===== src/rtl/apb_pkg.sv =====
// Shared types and defaults for the APB master bridge.
// Imported by the interface, the bridge FSM and the optional wait timer.
package apb_pkg;

  localparam int APB_ADDR_W = 32;
  localparam int APB_DATA_W = 32;

  typedef enum logic [1:0] {
    IDLE   = 2'd0,
    SETUP  = 2'd1,
    ACCESS = 2'd2,
    RESP   = 2'd3
  } apb_state_e;

  typedef struct packed {
    logic [APB_DATA_W-1:0] rdata;
    logic                  err;
  } apb_rsp_t;

  // APB transfers are word-sized; any nonzero byte offset is rejected.
  function automatic logic addr_misaligned(input logic [1:0] addr_lsb);
    return addr_lsb != 2'b00;
  endfunction

endpackage


===== src/rtl/apb_master_bridge_if.sv =====
// Requester port (valid/ready request + response) and APB3 bus signals.
// master modport is the bridge side; slave modport is the requester/APB-slave side.
interface apb_master_bridge_if
  import apb_pkg::*;
#(
  parameter int ADDR_W = APB_ADDR_W,
  parameter int DATA_W = APB_DATA_W
);

  logic              req_valid;
  logic              req_ready;
  logic              req_write;
  logic [ADDR_W-1:0] req_addr;
  logic [DATA_W-1:0] req_wdata;

  logic              rsp_valid;
  logic              rsp_ready;
  logic [DATA_W-1:0] rsp_rdata;
  logic              rsp_err;

  logic              PSEL;
  logic              PENABLE;
  logic              PWRITE;
  logic [ADDR_W-1:0] PADDR;
  logic [DATA_W-1:0] PWDATA;
  logic [DATA_W-1:0] PRDATA;
  logic              PREADY;
  logic              PSLVERR;

  modport master (
    input  req_valid, req_write, req_addr, req_wdata, rsp_ready,
    input  PRDATA, PREADY, PSLVERR,
    output req_ready, rsp_valid, rsp_rdata, rsp_err,
    output PSEL, PENABLE, PWRITE, PADDR, PWDATA
  );

  modport slave (
    output req_valid, req_write, req_addr, req_wdata, rsp_ready,
    output PRDATA, PREADY, PSLVERR,
    input  req_ready, rsp_valid, rsp_rdata, rsp_err,
    input  PSEL, PENABLE, PWRITE, PADDR, PWDATA
  );

endinterface


===== src/rtl/apb_wait_timer.sv =====
// ACCESS wait-state timer: loaded in SETUP, counts down on each wait cycle.
// Only instantiated when APB_MASTER_TIMEOUT_EN is defined.
module apb_wait_timer
  import apb_pkg::*;
#(
  parameter int TIMEOUT_CYCLES = 16
) (
  input  logic clk_sys,
  input  logic rst,
  input  logic load,
  input  logic wait_cycle,
  output logic timeout
);

  localparam int CNT_W = (TIMEOUT_CYCLES > 1) ? $clog2(TIMEOUT_CYCLES) : 1;
  localparam logic [CNT_W-1:0] LOAD_VAL = CNT_W'(TIMEOUT_CYCLES - 1);

  logic [CNT_W-1:0] cnt_q, cnt_d;

  // Counting down from TIMEOUT_CYCLES-1 reaches zero on the same wait cycle
  // an up-counter would reach TIMEOUT_CYCLES-1.
  always_comb begin
    cnt_d = cnt_q;
    if (load) begin
      cnt_d = LOAD_VAL;
    end else if (wait_cycle && (cnt_q != '0)) begin
      cnt_d = cnt_q - 1'b1;
    end
  end

  always_ff @(posedge clk_sys) begin
    if (rst) begin
      cnt_q <= '0;
    end else begin
      cnt_q <= cnt_d;
    end
  end

  assign timeout = wait_cycle && (cnt_q == '0);

endmodule


===== src/rtl/apb_master_bridge.sv =====
// Valid/ready request port to APB3 master bridge, one transfer in flight.
// Optional ACCESS timeout enabled by defining APB_MASTER_TIMEOUT_EN.
//
// state  | meaning
// IDLE   | req_ready=1, waiting for a request
// SETUP  | PSEL=1, PENABLE=0 for exactly one cycle
// ACCESS | PSEL=1, PENABLE=1 until PREADY (or timeout)
// RESP   | rsp_valid=1 held until rsp_ready
module apb_master_bridge
  import apb_pkg::*;
#(
  parameter int ADDR_W         = APB_ADDR_W,
  parameter int DATA_W         = APB_DATA_W,
  parameter int TIMEOUT_CYCLES = 16
) (
  input logic                 PCLK,
  input logic                 PRESET,
  apb_master_bridge_if.master bus
);

  localparam logic [1:0] S_IDLE   = IDLE;
  localparam logic [1:0] S_SETUP  = SETUP;
  localparam logic [1:0] S_ACCESS = ACCESS;
  localparam logic [1:0] S_RESP   = RESP;

  logic [1:0]        state_q, state_d;
  logic              psel_q, psel_d;
  logic              penable_q, penable_d;
  logic              pwrite_q, pwrite_d;
  logic [ADDR_W-1:0] paddr_q, paddr_d;
  logic [DATA_W-1:0] pwdata_q, pwdata_d;
  logic              rsp_valid_q, rsp_valid_d;
  logic [DATA_W-1:0] rsp_rdata_q, rsp_rdata_d;
  logic              rsp_err_q, rsp_err_d;
  logic              timeout_hit;

`ifdef APB_MASTER_TIMEOUT_EN
  apb_wait_timer #(
    .TIMEOUT_CYCLES(TIMEOUT_CYCLES)
  ) u_wait_timer (
    .clk_sys    (PCLK),
    .rst        (PRESET),
    .load       (state_q == S_SETUP),
    .wait_cycle ((state_q == S_ACCESS) && !bus.PREADY),
    .timeout    (timeout_hit)
  );
`else
  assign timeout_hit = 1'b0;
`endif

  always_comb begin
    state_d     = state_q;
    psel_d      = psel_q;
    penable_d   = penable_q;
    pwrite_d    = pwrite_q;
    paddr_d     = paddr_q;
    pwdata_d    = pwdata_q;
    rsp_valid_d = rsp_valid_q;
    rsp_rdata_d = rsp_rdata_q;
    rsp_err_d   = rsp_err_q;

    case (state_q)
      S_IDLE: begin
        if (bus.req_valid) begin
          paddr_d  = bus.req_addr;
          pwdata_d = bus.req_wdata;
          pwrite_d = bus.req_write;
          // Misaligned requests are answered locally without touching the bus.
          if (addr_misaligned(bus.req_addr[1:0])) begin
            rsp_valid_d = 1'b1;
            rsp_err_d   = 1'b1;
            rsp_rdata_d = '0;
            state_d     = S_RESP;
          end else begin
            psel_d  = 1'b1;
            state_d = S_SETUP;
          end
        end
      end

      S_SETUP: begin
        penable_d = 1'b1;
        state_d   = S_ACCESS;
      end

      S_ACCESS: begin
        if (bus.PREADY) begin
          rsp_rdata_d = pwrite_q ? '0 : bus.PRDATA;
          rsp_err_d   = bus.PSLVERR;
          psel_d      = 1'b0;
          penable_d   = 1'b0;
          rsp_valid_d = 1'b1;
          state_d     = S_RESP;
        end else if (timeout_hit) begin
          rsp_rdata_d = '0;
          rsp_err_d   = 1'b1;
          psel_d      = 1'b0;
          penable_d   = 1'b0;
          rsp_valid_d = 1'b1;
          state_d     = S_RESP;
        end
      end

      S_RESP: begin
        if (bus.rsp_ready) begin
          rsp_valid_d = 1'b0;
          state_d     = S_IDLE;
        end
      end

      default: begin
        state_d = S_IDLE;
      end
    endcase
  end

  always_ff @(posedge PCLK) begin
    if (PRESET) begin
      state_q     <= S_IDLE;
      psel_q      <= 1'b0;
      penable_q   <= 1'b0;
      pwrite_q    <= 1'b0;
      paddr_q     <= '0;
      pwdata_q    <= '0;
      rsp_valid_q <= 1'b0;
      rsp_rdata_q <= '0;
      rsp_err_q   <= 1'b0;
    end else begin
      state_q     <= state_d;
      psel_q      <= psel_d;
      penable_q   <= penable_d;
      pwrite_q    <= pwrite_d;
      paddr_q     <= paddr_d;
      pwdata_q    <= pwdata_d;
      rsp_valid_q <= rsp_valid_d;
      rsp_rdata_q <= rsp_rdata_d;
      rsp_err_q   <= rsp_err_d;
    end
  end

  assign bus.req_ready = (state_q == S_IDLE);
  assign bus.rsp_valid = rsp_valid_q;
  assign bus.rsp_rdata = rsp_rdata_q;
  assign bus.rsp_err   = rsp_err_q;
  assign bus.PSEL      = psel_q;
  assign bus.PENABLE   = penable_q;
  assign bus.PWRITE    = pwrite_q;
  assign bus.PADDR     = paddr_q;
  assign bus.PWDATA    = pwdata_q;

endmodule


===== src/flat_wrapper.sv =====
// flat-port wrapper written by rule: the top's interface ports become plain ports
module apb_master_bridge_flat import apb_pkg::*;
#(
  parameter int ADDR_W         = APB_ADDR_W,
  parameter int DATA_W         = APB_DATA_W,
  parameter int TIMEOUT_CYCLES = 16
)
  (PCLK, PRESET, bus_req_valid, bus_req_write, bus_req_addr, bus_req_wdata, bus_rsp_ready, bus_PRDATA, bus_PREADY, bus_PSLVERR, bus_req_ready, bus_rsp_valid, bus_rsp_rdata, bus_rsp_err, bus_PSEL, bus_PENABLE, bus_PWRITE, bus_PADDR, bus_PWDATA);
  apb_master_bridge_if #(.ADDR_W(ADDR_W), .DATA_W(DATA_W)) bus_i ();
  input logic PCLK;
  input logic PRESET;
  input wire logic [$bits(bus_i.req_valid)-1:0] bus_req_valid;
  input wire logic [$bits(bus_i.req_write)-1:0] bus_req_write;
  input wire logic [$bits(bus_i.req_addr)-1:0] bus_req_addr;
  input wire logic [$bits(bus_i.req_wdata)-1:0] bus_req_wdata;
  input wire logic [$bits(bus_i.rsp_ready)-1:0] bus_rsp_ready;
  input wire logic [$bits(bus_i.PRDATA)-1:0] bus_PRDATA;
  input wire logic [$bits(bus_i.PREADY)-1:0] bus_PREADY;
  input wire logic [$bits(bus_i.PSLVERR)-1:0] bus_PSLVERR;
  output wire logic [$bits(bus_i.req_ready)-1:0] bus_req_ready;
  output wire logic [$bits(bus_i.rsp_valid)-1:0] bus_rsp_valid;
  output wire logic [$bits(bus_i.rsp_rdata)-1:0] bus_rsp_rdata;
  output wire logic [$bits(bus_i.rsp_err)-1:0] bus_rsp_err;
  output wire logic [$bits(bus_i.PSEL)-1:0] bus_PSEL;
  output wire logic [$bits(bus_i.PENABLE)-1:0] bus_PENABLE;
  output wire logic [$bits(bus_i.PWRITE)-1:0] bus_PWRITE;
  output wire logic [$bits(bus_i.PADDR)-1:0] bus_PADDR;
  output wire logic [$bits(bus_i.PWDATA)-1:0] bus_PWDATA;
  assign bus_i.req_valid = bus_req_valid;
  assign bus_i.req_write = bus_req_write;
  assign bus_i.req_addr = bus_req_addr;
  assign bus_i.req_wdata = bus_req_wdata;
  assign bus_i.rsp_ready = bus_rsp_ready;
  assign bus_i.PRDATA = bus_PRDATA;
  assign bus_i.PREADY = bus_PREADY;
  assign bus_i.PSLVERR = bus_PSLVERR;
  assign bus_req_ready = bus_i.req_ready;
  assign bus_rsp_valid = bus_i.rsp_valid;
  assign bus_rsp_rdata = bus_i.rsp_rdata;
  assign bus_rsp_err = bus_i.rsp_err;
  assign bus_PSEL = bus_i.PSEL;
  assign bus_PENABLE = bus_i.PENABLE;
  assign bus_PWRITE = bus_i.PWRITE;
  assign bus_PADDR = bus_i.PADDR;
  assign bus_PWDATA = bus_i.PWDATA;
  apb_master_bridge #(.ADDR_W(ADDR_W), .DATA_W(DATA_W), .TIMEOUT_CYCLES(TIMEOUT_CYCLES)) u_core (.PCLK(PCLK), .PRESET(PRESET), .bus(bus_i));
endmodule

===== config.mk =====
export PLATFORM = sky130hd
export DESIGN_NAME = apb_master_bridge_flat
export DESIGN_NICKNAME = d
export VERILOG_FILES = /design/src/rtl/apb_pkg.sv /design/src/rtl/apb_master_bridge_if.sv /design/src/rtl/apb_wait_timer.sv /design/src/rtl/apb_master_bridge.sv /design/src/flat_wrapper.sv
export SDC_FILE = /design/constraint.sdc
export NUM_CORES = 1
export LEC_CHECK = 0
export BUFFER_PORTS_ARGS = -buffer_cell sky130_fd_sc_hd__buf_2
export CORE_ASPECT_RATIO = 0.6
export CORE_UTILIZATION = 48
export CTS_CLUSTER_DIAMETER = 80
export DETAILED_ROUTE_END_ITERATION = 16
export HOLD_SLACK_MARGIN = 0.1
export PLACE_DENSITY = 0.84
export SYNTH_ARGS = -nofsm -noshare
export SYNTH_HDL_FRONTEND = slang
export SYNTH_SLANG_ARGS = --single-unit

===== constraint.sdc =====
create_clock -name PCLK -period 2.4 [get_ports PCLK]
set_input_delay 0.12 -clock PCLK [delete_from_list [all_inputs] [get_ports PCLK]]
set_output_delay 0.12 -clock PCLK [all_outputs]
set_load 0.01 [all_outputs]

==> key figures, run 1 <==
Run status
  – Outcome: completed

Floorplanning
  – Starting density of the core: 51.3%
  – Die X: roughly 120 um
  – Core Box Area: around 7500 sq um
  – Site Rows: 24
  – Die Height: roughly 71 um
  – # IOs: between 200 and 250
  – Die ar.: between 8000 and 9000 sq um

Setup path
  – WS Path Type: reg2reg
  – Worst R2R Path Depth: 7
  – CP endpoint kind: flop
  – R2R setup slack: 0.33 ns
  – Critical path required time: approximately 2.7 ns
  – Crit path capture: u_core.bus.PWDATA[26]$_SDFFE_PP0P_
  – Worst EP arrival: roughly 2.3 ns
  – Critical Path Start: u_core.state_q[0]$_SDFFE_PP0P_
  – R2r endpoint: u_core.bus.PWDATA[26]$_SDFFE_PP0P_
  – Worst Path Max Fanout: 16
  – Reg2reg start: u_core.state_q[0]$_SDFFE_PP0P_
  – CP Launch Type: flop

Clock tree
  – Post_cts resized: 0
  – CTS Sinks: 103
  – Clock slew at reported path FFs: 0.07 ns
  – Clock latency on the worst-skew pair: 0.33 ns
  – Cts bufs inserted: 9
  – H-tree levels: 3
  – CTS root buf: clkbuf_16
  – Clock buffer depth: 2
  – CTS tree: yes

Layout
  – Filler cell count: 469
  – Layout cells sized above 1: 30.7%
  – Final nets: roughly 860
  – Area Overhead vs Synth: 61.6%
  – Final std cells w/o fill: 861

Global routing
  – Met1 usage: approximately 36%
  – Initial antenna violation count: 1
  – Total Routing Usage GR: about a third
  – First-pass GRT wire length: ~22,000 um
  – Grt ovf: 0
  – Most Crowded Layer GR: met2
  – Met3 usage: a little over a tenth
  – Largest net degree at the start of global routing: 66
  – Vias in the first global route: ~4,400
  – Met2 usage: around three fifths

STA
  – Final Critical Period: around 2.1 ns
  – Slew headroom: between 50% and 60%
  – Worst Skew: around 0.0091 ns
  – Sum Neg Setup Slack: 0 ns
  – Final Max Tran Viols: 0
  – F_max: between 400 and 500 MHz
  – Final setup vio count: 0
  – Hold slack: 0.167 ns
  – Least-Margin Pin Slew: 0.601 ns
  – RSZ-0062 raised after global routing: false
  – Fin crit share: 86.1%
  – Final Hold Viols: 0

Route
  – Detailed Route Iter0 Violations: between 300 and 400
  – Post-route DRC: 0
  – First-pass detailed-route iteration total: 5
  – Antenna-violating nets left: 0
  – Vias per cell: 5.12
  – Post-detailed-routing wire length: approximately 14,000 um
  – DR WL/cell: 15.8 um
  – Vias: roughly 4,400

Power and ir drop
  – Logic pwr share: roughly a third
  – Seq pwr share: about two fifths
  – Leak pwr: around 2.8 nW
  – Power Dens Cells: 915 nW/um^2
  – Sw Pwr: between 0.0015 and 0.002 W
  – Final Power: around 0.0057 W
  – Sw frac: between 30% and 40%
  – Clk pwr share: between 20% and 30%
  – Int Pwr: around 0.0037 W
  – Max IR drop VDD: about 0.67 mV

Logic synthesis
  – Mapped cell area: between 3000 and 4000 sq um
  – Syn Nets: between 500 and 600
  – Cell variety after synth: 27
  – Top cell type's share of synthesized area: 53.6%
  – Syn_area_per_cell: about 8.2 sq um
  – Synthesized instance count: around 470
  – Top cells by area, synth: dfxtp_1 54%, nand2_1 13%, a21oi_1 9.2%
  – Synth Warn #: 0
  – Sequential-to-total area share from yosys stat: 53.6%
  – FF+latch count, synth: about 100
  – Area leader, netlist: dfxtp_1

Min path
  – Hold Path Class: in2reg

Placement
  – Port buffer count: between 200 and 250
  – Dpl hpwl: approximately 7000 um
  – Gpl congestion: about 0.82
  – Dpl cells: between 700 and 800

Flow run
  – Max cap viols: 0
## stage by stage
step | setup WS (ns) | utilization (%) | instance area [sq um]
after global routing | 0.148 | 82.9 | 6220
after CTS | 0.430 | 82.8 | 6220
after global placement | 0.575 | 65.6 | 4920
after floorplan | 0.823 | - | 3850
final | 0.335 | 82.9 | 6220
after detailed placement | 0.452 | 65.6 | 4920
## how the worst min path moves through the flow
| stage | from | depth (start not counted) | endpoint |
|---|---|---|---|
| 3_3_place_gp | bus_PRDATA[18] | 3 | u_core.bus.rsp_rdata[18]$_SDFFE_PP0P_ |
| 6_report | bus_PREADY | 4 | u_core.bus.PSEL$_SDFFE_PP0P_ |
| 4_1_cts | bus_PREADY | 4 | u_core.bus.PSEL$_SDFFE_PP0P_ |
| 2_1_floorplan | bus_PRDATA[0] | 2 | u_core.bus.rsp_rdata[0]$_SDFFE_PP0P_ |
| 5_1_grt | bus_PREADY | 4 | u_core.bus.PSEL$_SDFFE_PP0P_ |
| 3_5_place_dp | bus_PRDATA[12] | 3 | u_core.bus.rsp_rdata[12]$_SDFFE_PP0P_ |
## routing by layer
layer,vias up,share of wire (%)
met4,0,3.1
met3,38,7.6
li1,2107,-
met1,2034,41
met2,232,49
met5,-,0
## kinds of logic after synthesis
| family | count (synthesis) | share of synthesized area [%] |
|---|---|---|
| multiplexers | 1 | 0.260 |
| AND/OR/NAND/NOR | 209 | 23.9 |
| AO/OA/AOI/OAI | 110 | 15.5 |
| buffers and inverters | 41 | 5.43 |
| flip-flops | 103 | 53.6 |
| adder cells (fa/ha/maj) | 4 | 1.30 |
## critical path, stage by stage, from the launching register on
cell and delay [ns]:
dfxtp_1 0.35, inv_1 0.10, ha_1 0.46, inv_1 0.17
nor2_4 0.34, buf_4 0.28, nand2_1 0.10, a21oi_1 0.17
## state kept, by name (all words and copies together) (netlist names)
name,cells
u_core.state_q,2
u_core.bus.rsp_err,1
u_core.bus.PENABLE,1
u_core.bus.PWRITE,1
u_core.bus.rsp_valid,1
u_core.bus.PADDR,32
u_core.bus.PSEL,1
u_core.bus.rsp_rdata,32
u_core.bus.PWDATA,32
## cell usage after synthesis
cell,count
nor2_1,8
nor2b_1,1
ha_1,4
clkbuf_2,1
buf_6,4
mux2i_1,1
nand2b_1,32
a221oi_4,1
o21ai_0,18
o21ai_2,1
buf_4,4
nand2_1,133
nor3b_2,1
clkbuf_1,20
o21ai_1,14
dfxtp_1,103
nand3_1,32
a211oi_1,2
nor3_1,1
a21oi_1,71
inv_1,4
and2b_1,1
inv_2,1
a311o_1,1
buf_2,7
a311oi_1,1
a211oi_2,1
## repair_timing
item / in CTS / in global routing
endpoints found under the setup margin: 0 / 0
endpoints found under the hold margin: 98 / 0
buffers inserted: 0 / 0
hold buffers: 98 / 0
## layout make-up
cell class	instances	area [sq um]	share of cell area, %
antenna	1	2.50	0.0402
clock buffer	11	243	3.90
clock inverter	4	70.1	1.13
inverter	5	18.8	0.302
multi-input combinational	324	1600	25.7
sequential	103	2060	33.2
tap	104	130	2.09
timing repair buffer	309	2090	33.6
## power groups by stage
stage	combinational [W]	sequential [W]	clock [W]
final	0.00195	0.00221	0.00153
after global routing	0.00211	0.00224	0.00162
after CTS	0.00188	0.00219	0.00155
after detailed placement	0.00175	0.00223	0
after floorplan	0.00103	0.00236	0
after global placement	0.00170	0.00220	0
## placed cells by master (no fill, tap or decap), types with 2 or more instances in the layout
cell | synthesis | layout
nor2_1 | 8 | 7
buf_12 | 0 | 3
o21ai_1 | 14 | 14
dlygate4sd3_1 | 0 | 98
ha_1 | 4 | 4
a211oi_1 | 2 | 2
nand2b_1 | 32 | 32
nand2_1 | 133 | 132
bufinv_16 | 0 | 2
o21ai_0 | 18 | 18
dfxtp_1 | 103 | 103
buf_4 | 4 | 4
clkinv_2 | 0 | 2
a21oi_1 | 71 | 71
inv_1 | 4 | 4
nand3_1 | 32 | 32
clkbuf_16 | 0 | 9
buf_2 | 7 | 204
Power figures use the tool's default switching activity.
==> run 2, diff against run 1 <==
--- a/config.mk
+++ b/config.mk
@@ -5,10 +5,11 @@
 export SDC_FILE = /design/constraint.sdc
 export NUM_CORES = 1
 export LEC_CHECK = 0
-export BUFFER_PORTS_ARGS = -buffer_cell sky130_fd_sc_hd__buf_2
+export BUFFER_PORTS_ARGS = -buffer_cell sky130_fd_sc_hd__clkbuf_2
 export CORE_ASPECT_RATIO = 0.6
 export CORE_UTILIZATION = 48
 export CTS_CLUSTER_DIAMETER = 80
+export CTS_CLUSTER_SIZE = 14
 export DETAILED_ROUTE_END_ITERATION = 16
 export HOLD_SLACK_MARGIN = 0.1
 export PLACE_DENSITY = 0.84
==> run 2 against run 1 <==
Effect of this change: critical endpoint is now u_core.bus.rsp_rdata[27]$_SDFFE_PP0P_; combinational power hardly changed; critical path type unchanged; first-iteration DRC count fell by 22%; non-clock buffer count decreased by 2; routed wire length fell by 0.36%; sequential share of layout area is 0.17 points higher; core utilization shrank 0.43 points; flip-flop and latch count unchanged; worst setup slack worse by 0.14 ns; via count is 1.2% lower; clock-buffer cell count is the same; final cell count fell by 0.23%; sequential power barely moved.
==> key figures, run 2 (synthesized netlist as in run 1, its figures left out) <==
Power and ir drop
  – Power Dens Cells: 903 nW/um^2 (-1.3%)
  – Int Pwr: 0.00361 W (-3.0%)
  – Max IR drop VDD: 0.739 mV (+11%)
  – Leak pwr: 2.76 nW (-2.9%)
  – Clk pwr share: 25.8% (-1.1 points)
  – Seq pwr share: 39.8% (+1.0 points)
  – Sw Pwr: 0.00198 W (+0.47%)
  – Logic pwr share: 34.4% (about the same)
  – Sw frac: 35.4% (+0.81 points)

Clock tree
  – Clock slew at reported path FFs: 0.07 ns (about the same)
  – Post_cts resized: 0 (unchanged)
  – Cts bufs inserted: 9 (unchanged)
  – Clock buffer depth: 2 (unchanged)
  – CTS Sinks: 103 (unchanged)
  – CTS tree: yes
  – Clock latency on the worst-skew pair: 0.33 ns (about the same)
  – CTS root buf: clkbuf_16
  – H-tree levels: 3 (unchanged)

Run status
  – Outcome: completed

Global routing
  – Grt ovf: 0 (unchanged)
  – Total Routing Usage GR: 32.0% (-0.77 points)
  – Largest net degree at the start of global routing: 66 (unchanged)
  – Vias in the first global route: 4,353 (-1.8%)
  – First-pass GRT wire length: 21,200 um (-2.1%)
  – Initial antenna violation count: 0 (-1)

STA
  – F_max: 452 MHz (-6.5%)
  – Slew headroom: 58.7% (-1.2 points)
  – Final setup vio count: 0 (unchanged)
  – Fin crit share: 92.1% (+6.0 points)
  – Final Max Tran Viols: 0 (unchanged)
  – Least-Margin Pin Slew: 0.620 ns (+0.0184 ns)
  – Worst Skew: 0.00587 ns (-0.00328 ns)
  – Final Critical Period: 2.21 ns (+0.145 ns)
  – RSZ-0062 raised after global routing: false
  – Sum Neg Setup Slack: 0 ns (unchanged)
  – Final Hold Viols: 0 (unchanged)

Floorplanning
  – Site Rows: 24 (unchanged)
  – Die X: 118 um (unchanged)
  – Die ar.: 8390 sq um (unchanged)
  – Starting density of the core: 51.3% (unchanged)
  – # IOs: 205 (unchanged)
  – Core Box Area: 7510 sq um (unchanged)
  – Die Height: 71.4 um (unchanged)

Layout
  – Area Overhead vs Synth: 60.8%
  – Most frequent cells in the layout: 203 x clkbuf_2, 132 x nand2_1, 103 x dfxtp_1, 97 x dlygate4sd3_1, 71 x a21oi_1
  – Number of diodes: 0 (-1)
  – Final core utilization: 82.4% (-0.43 points)
  – Most common cell after layout, fill and taps aside: clkbuf_2
  – Layout cells sized above 1: 30.7% (+0.041 points)
  – Final nets: 857 (-0.23%)

Route
  – Antenna-violating nets left: 0 (unchanged)
  – DR WL/cell: 15.8 um (-0.13%)
  – Vias: 4,358 (-1.2%)
  – First-pass detailed-route iteration total: 6 (+1)
  – Vias per cell: 5.07 (-0.97%)
  – Post-detailed-routing wire length: 13,600 um (-0.36%)
  – Post-route DRC: 0 (unchanged)
  – Detailed Route Iter0 Violations: 275 (-22%)

Setup path
  – Worst Path Max Fanout: 56 (+40)
  – WS Path Type: reg2reg
  – Critical path required time: 2.66 ns (about the same)
  – CP Launch Type: flop
  – CP endpoint kind: flop
  – R2R setup slack: 0.19 ns (-0.14 ns)
  – Worst R2R Path Depth: 7 (unchanged)
  – Worst EP arrival: 2.47 ns (+0.15 ns)

Placement
  – Port buffer count: 204 (unchanged)
  – Gpl congestion: 0.831 (+1.1%)
  – Dpl hpwl: 7260 um (+0.88%)

Min path
  – Hold Path Class: in2reg
  – WHS Path Cells: 3 (-1)

Flow run
  – Max cap viols: 0 (unchanged)
-- run 2: power groups by stage --
| stage | registers (W) | logic (W) | clock network, W |
|---|---|---|---|
| 3_3_place_gp | 0.00222 | 0.00168 | 0 |
| 4_1_cts | 0.00221 | 0.00186 | 0.00147 |
| 6_report | 0.00222 | 0.00192 | 0.00144 |
| 2_1_floorplan | 0.00236 | 0.00103 | 0 |
| 5_1_grt | 0.00226 | 0.00209 | 0.00154 |
| 3_5_place_dp | 0.00224 | 0.00173 | 0 |
-- run 2: per-layer routing --
layer	vias to the layer above	global-route usage [%]	wire length [um]	part of all wire [%]
li1	2102	-	-	-
met1	1981	35.1	5390	40
met2	226	57.1	6560	48
met3	49	9.95	1110	8.2
met4	0	16.4	529	3.9
met5	-	0	0	0
-- run 2: cell type report --
class                           instances  area, sq um
Clock buffer                           11          243
Timing Repair Buffer                  307         2070
Clock inverter                          5         57.6
Sequential cell                       103         2060
Fill cell                             478         1320
Multi-Input combinational cell        324         1600
Inverter                                5         18.8
Tap cell                              104          130
-- run 2: worst max-delay path, stage by stage (launching register included) --
cell,delay [ns]
dfxtp_1,0.35
inv_1,0.09
ha_1,0.46
nor2_1,0.19
a211oi_4,0.46
buf_12,0.29
nand3_1,0.16
o21ai_1,0.13
-- run 2: through the flow --
stage / area [sq um] / instances / power [W] / setup slack (ns) / hold WS [ns]
5_1_grt: 6190 / 859 / 0.00589 / 0.0292 / 0.116
2_1_floorplan: 3850 / 468 / 0.00339 / 0.823 / 0.250
3_3_place_gp: 4920 / 746 / 0.00389 / 0.476 / 0.331
4_1_cts: 6190 / 859 / 0.00554 / 0.292 / 0.112
6_report: 6190 / 859 / 0.00558 / 0.190 / 0.104
3_5_place_dp: 4920 / 746 / 0.00397 / 0.306 / 0.345
-- run 2: what timing repair did --
action	in CTS	in global routing
hold buffers	97	0
hold endpoints to repair	97	0
setup buffers	0	0
-- run 2: final timing paths --
kind | start | endpoint
min | bus_PSLVERR | u_core.bus.rsp_err$_SDFFE_PP0P_
max | u_core.state_q[0]$_SDFFE_PP0P_ | u_core.bus.rsp_rdata[27]$_SDFFE_PP0P_
min reg2reg | u_core.bus.PADDR[0]$_SDFFE_PP0P_ | u_core.bus.PADDR[0]$_SDFFE_PP0P_
max reg2reg | u_core.state_q[0]$_SDFFE_PP0P_ | u_core.bus.rsp_rdata[27]$_SDFFE_PP0P_
==> run 3, diff against run 2 <==
--- a/config.mk
+++ b/config.mk
@@ -15,4 +15,5 @@
 export PLACE_DENSITY = 0.84
 export SYNTH_ARGS = -nofsm -noshare
 export SYNTH_HDL_FRONTEND = slang
+export SYNTH_HIERARCHICAL = 1
 export SYNTH_SLANG_ARGS = --single-unit
==> run 3 against run 2 <==
Effect of this change: sequential share of layout area is 0.27 points lower; global-route usage is 1.2 points lower; critical path type unchanged; combinational power hardly changed; clock-buffer cell count is 1 higher; largest power group unchanged; routed wire length is 3.2% lower; synthesized area is 0.52% higher; maximum frequency is 11% higher; flip-flop and latch count stayed put; first-iteration DRC count is 31% higher.
==> key figures, run 3 <==
Floorplanning
  – Die Height: 71.5 um (+0.25%)
  – Starting density of the core: 51.3% (+0.061 points)
  – Site Rows: 24 (unchanged)
  – # IOs: 205 (unchanged)
  – Die ar.: 8430 sq um (+0.51%)
  – Core Box Area: 7540 sq um (+0.40%)
  – Die X: 118 um (+0.26%)

Placement
  – Dpl cell area: 4940 sq um (+0.59%)
  – Dpl hpwl: 7260 um (about the same)
  – Port buffer count: 204 (unchanged)
  – Gpl congestion: 0.818 (-1.5%)

Setup path
  – Worst EP arrival: 2.25 ns (-0.22 ns)
  – Worst R2R Path Depth: 6 (-1)
  – CP Launch Type: flop
  – CP endpoint kind: flop
  – Worst Path Max Fanout: 25 (-55%)
  – WS Path Type: reg2reg
  – Critical path required time: 2.65 ns (about the same)

Layout
  – Area Overhead vs Synth: 61.3%
  – Layout cells sized above 1: 30.7% (-0.071 points)
  – Final nets: 863 (+0.70%)
  – Final instance area: 6240 sq um (+0.83%)
  – Most common cell after layout, fill and taps aside: clkbuf_2
  – Most frequent cells in the layout: 203 x clkbuf_2, 131 x nand2_1, 103 x dfxtp_1, 98 x dlygate4sd3_1, 69 x a21oi_1

Logic synthesis
  – Area leader, netlist: dfxtp_1
  – Ys flop type: dfxtp_1
  – Top cell type's share of synthesized area: 53.3% (-0.28 points)
  – Syn Nets: 577 (+0.35%)
  – Post-synth top cells: 132 x nand2_1, 103 x dfxtp_1, 69 x a21oi_1
  – Mapped cell area: 3870 sq um (+0.52%)
  – Sequential-to-total area share from yosys stat: 53.3% (-0.28 points)
  – Synth Warn #: 6 (+6)
  – Top cells by area, synth: dfxtp_1 53%, nand2_1 13%, a21oi_1 8.9%
  – FF+latch count, synth: 103 (unchanged)
  – Count leader, synth: nand2_1
  – Syn_area_per_cell: 8.25 sq um (+0.31%)
  – Async SR Flop Fraction: 0% (unchanged)
  – Synthesized instance count: 469 (+0.21%)
  – Post-synth EDFFs: 0 (unchanged)
  – Cell variety after synth: 27 (unchanged)

Clock tree
  – Clock slew at reported path FFs: 0.07 ns (about the same)
  – CTS tree: yes
  – H-tree levels: 3 (unchanged)
  – Clock buffer depth: 2 (unchanged)
  – CTS root buf: clkbuf_16
  – Clock latency on the worst-skew pair: 0.33 ns (about the same)
  – CTS Sinks: 103 (unchanged)
  – Post_cts resized: 0 (unchanged)
  – Cts bufs inserted: 9 (unchanged)
  – Post-CTS Setup Repair Bufs: 0 (unchanged)

Power and ir drop
  – Max IR drop VDD: 0.605 mV (-18%)
  – Leak pwr: 2.79 nW (+0.93%)
  – Power Dens Cells: 903 nW/um^2 (+0.10%)
  – Clk pwr share: 26.2% (+0.4 points)
  – Logic pwr share: 34.6% (+0.2 points)
  – Int Pwr: 0.00366 W (+1.4%)
  – Sw frac: 35.1% (-0.27 points)
  – Seq pwr share: 39.2% (-0.6 points)
  – Sw Pwr: 0.00198 W (+0.16%)

STA
  – Least-Margin Pin Slew: 0.574 ns (-0.0460 ns)
  – Final Max Tran Viols: 0 (unchanged)
  – F_max: 502 MHz (+11%)
  – Slew headroom: 61.8% (+3.1 points)
  – Final Hold Viols: 0 (unchanged)
  – Sum Neg Setup Slack: 0 ns (unchanged)
  – Final Critical Period: 1.99 ns (-0.216 ns)
  – Fin crit share: 83.1% (-9.0 points)
  – Worst Skew: 0.00799 ns (+0.00213 ns)
  – RSZ-0062 raised after global routing: false
  – Final setup vio count: 0 (unchanged)

Global routing
  – Initial antenna violation count: 1 (+1)
  – Total Routing Usage GR: 30.8% (-1.2 points)
  – Largest net degree at the start of global routing: 66 (unchanged)
  – Grt ovf: 0 (unchanged)
  – First-pass GRT wire length: 20,600 um (-2.9%)
  – Vias in the first global route: 4,275 (-1.8%)

Route
  – Top Metal Used: met4
  – Antenna-violating nets left: 0 (unchanged)
  – Post-detailed-routing wire length: 13,100 um (-3.2%)
  – Met2 wire len: 6650 um (+1.4%)
  – Detailed Route Iter0 Violations: 360 (+31%)
  – Vias per cell: 5.08 (about the same)
  – DR WL/cell: 15.2 um (-3.9%)
  – Post-route DRC: 0 (unchanged)
  – Vias: 4,391 (+0.76%)
  – Routed wl met3: 947 um (-15%)
  – First-pass detailed-route iteration total: 5 (-1)
  – M1 WL: 5160 um (-4.2%)

Run status
  – Outcome: completed

Min path
  – Hold Path Class: in2reg
  – WHS Path Cells: 4 (+1)

Flow run
  – Max cap viols: 0 (unchanged)
-- run 3: timing repair --
item / in CTS / in global routing
endpoints found under the hold margin: 98 / 0
endpoints found under the setup margin: 0 / 0
hold buffers: 98 / 0
-- run 3: final cells by class --
class	instances	area, sq um
Sequential cell	103	2060
Timing Repair Buffer	310	2100
Multi-Input combinational cell	326	1620
Clock buffer	12	256
Tap cell	104	130
Inverter	5	18.8
Antenna cell	1	2.50
Clock inverter	4	53.8
Fill cell	472	1300
-- run 3: worst paths after layout --
check                               startpoint                                 to  slack, ns
max             u_core/state_q[0]$_SDFFE_PP0P_   u_core/bus.PADDR[9]$_SDFFE_PP0P_       0.41
min                                 bus_PREADY    u_core/bus.PENABLE$_SDFFE_PP0P_       0.23
max reg2reg     u_core/state_q[0]$_SDFFE_PP0P_   u_core/bus.PADDR[9]$_SDFFE_PP0P_       0.41
min reg2reg  u_core/bus.PADDR[27]$_SDFFE_PP0P_  u_core/bus.PADDR[27]$_SDFFE_PP0P_       0.45
-- run 3: worst max-delay path: stages (launching register included) --
cell	delay, ns
dfxtp_1	0.34
inv_1	0.11
ha_1	0.45
and2_2	0.53
buf_12	0.23
nand2_1	0.09
a21oi_1	0.16
-- run 3: power by group through the flow --
| stage | Sequential [W] | Combinational, W | Clock (W) |
|---|---|---|---|
| after global placement | 0.00221 | 0.00170 | 0 |
| final | 0.00221 | 0.00195 | 0.00147 |
| after detailed placement | 0.00223 | 0.00176 | 0 |
| after CTS | 0.00220 | 0.00189 | 0.00150 |
| after global routing | 0.00224 | 0.00211 | 0.00156 |
| after floorplan | 0.00236 | 0.00104 | 0 |
-- run 3: cells by family (layout without fill, tap and decap cells) --
family | Yosys count | in the layout | synth area share [%]
muxes | 1 | 1 | 0.259
AOI/OAI and AO/OA | 110 | 110 | 15.4
adders and majority gates | 5 | 5 | 1.62
buffers and inverters | 40 | 331 | 5.40
DFF | 103 | 103 | 53.3
and+or+nand+nor | 210 | 210 | 24.1
other | 0 | 1 | 0
-- run 3: layer usage --
layer,GRT usage [%],up-vias
li1,-,2109
met1,33.1,2027
met2,57.7,221
met3,8.52,34
met4,13.5,0
met5,0,-
-- run 3: metrics by stage --
step	total power, W	hold slack (ns)	instances	util (%)	setup slack (ns)
global route	0.00591	0.235	865	82.8	0.302
global placement	0.00391	0.337	750	65.6	0.589
detailed placement	0.00399	0.346	750	65.6	0.472
floorplan	0.00340	0.250	469	-	0.808
CTS	0.00558	0.194	864	82.7	0.452
finish	0.00564	0.226	865	82.8	0.406
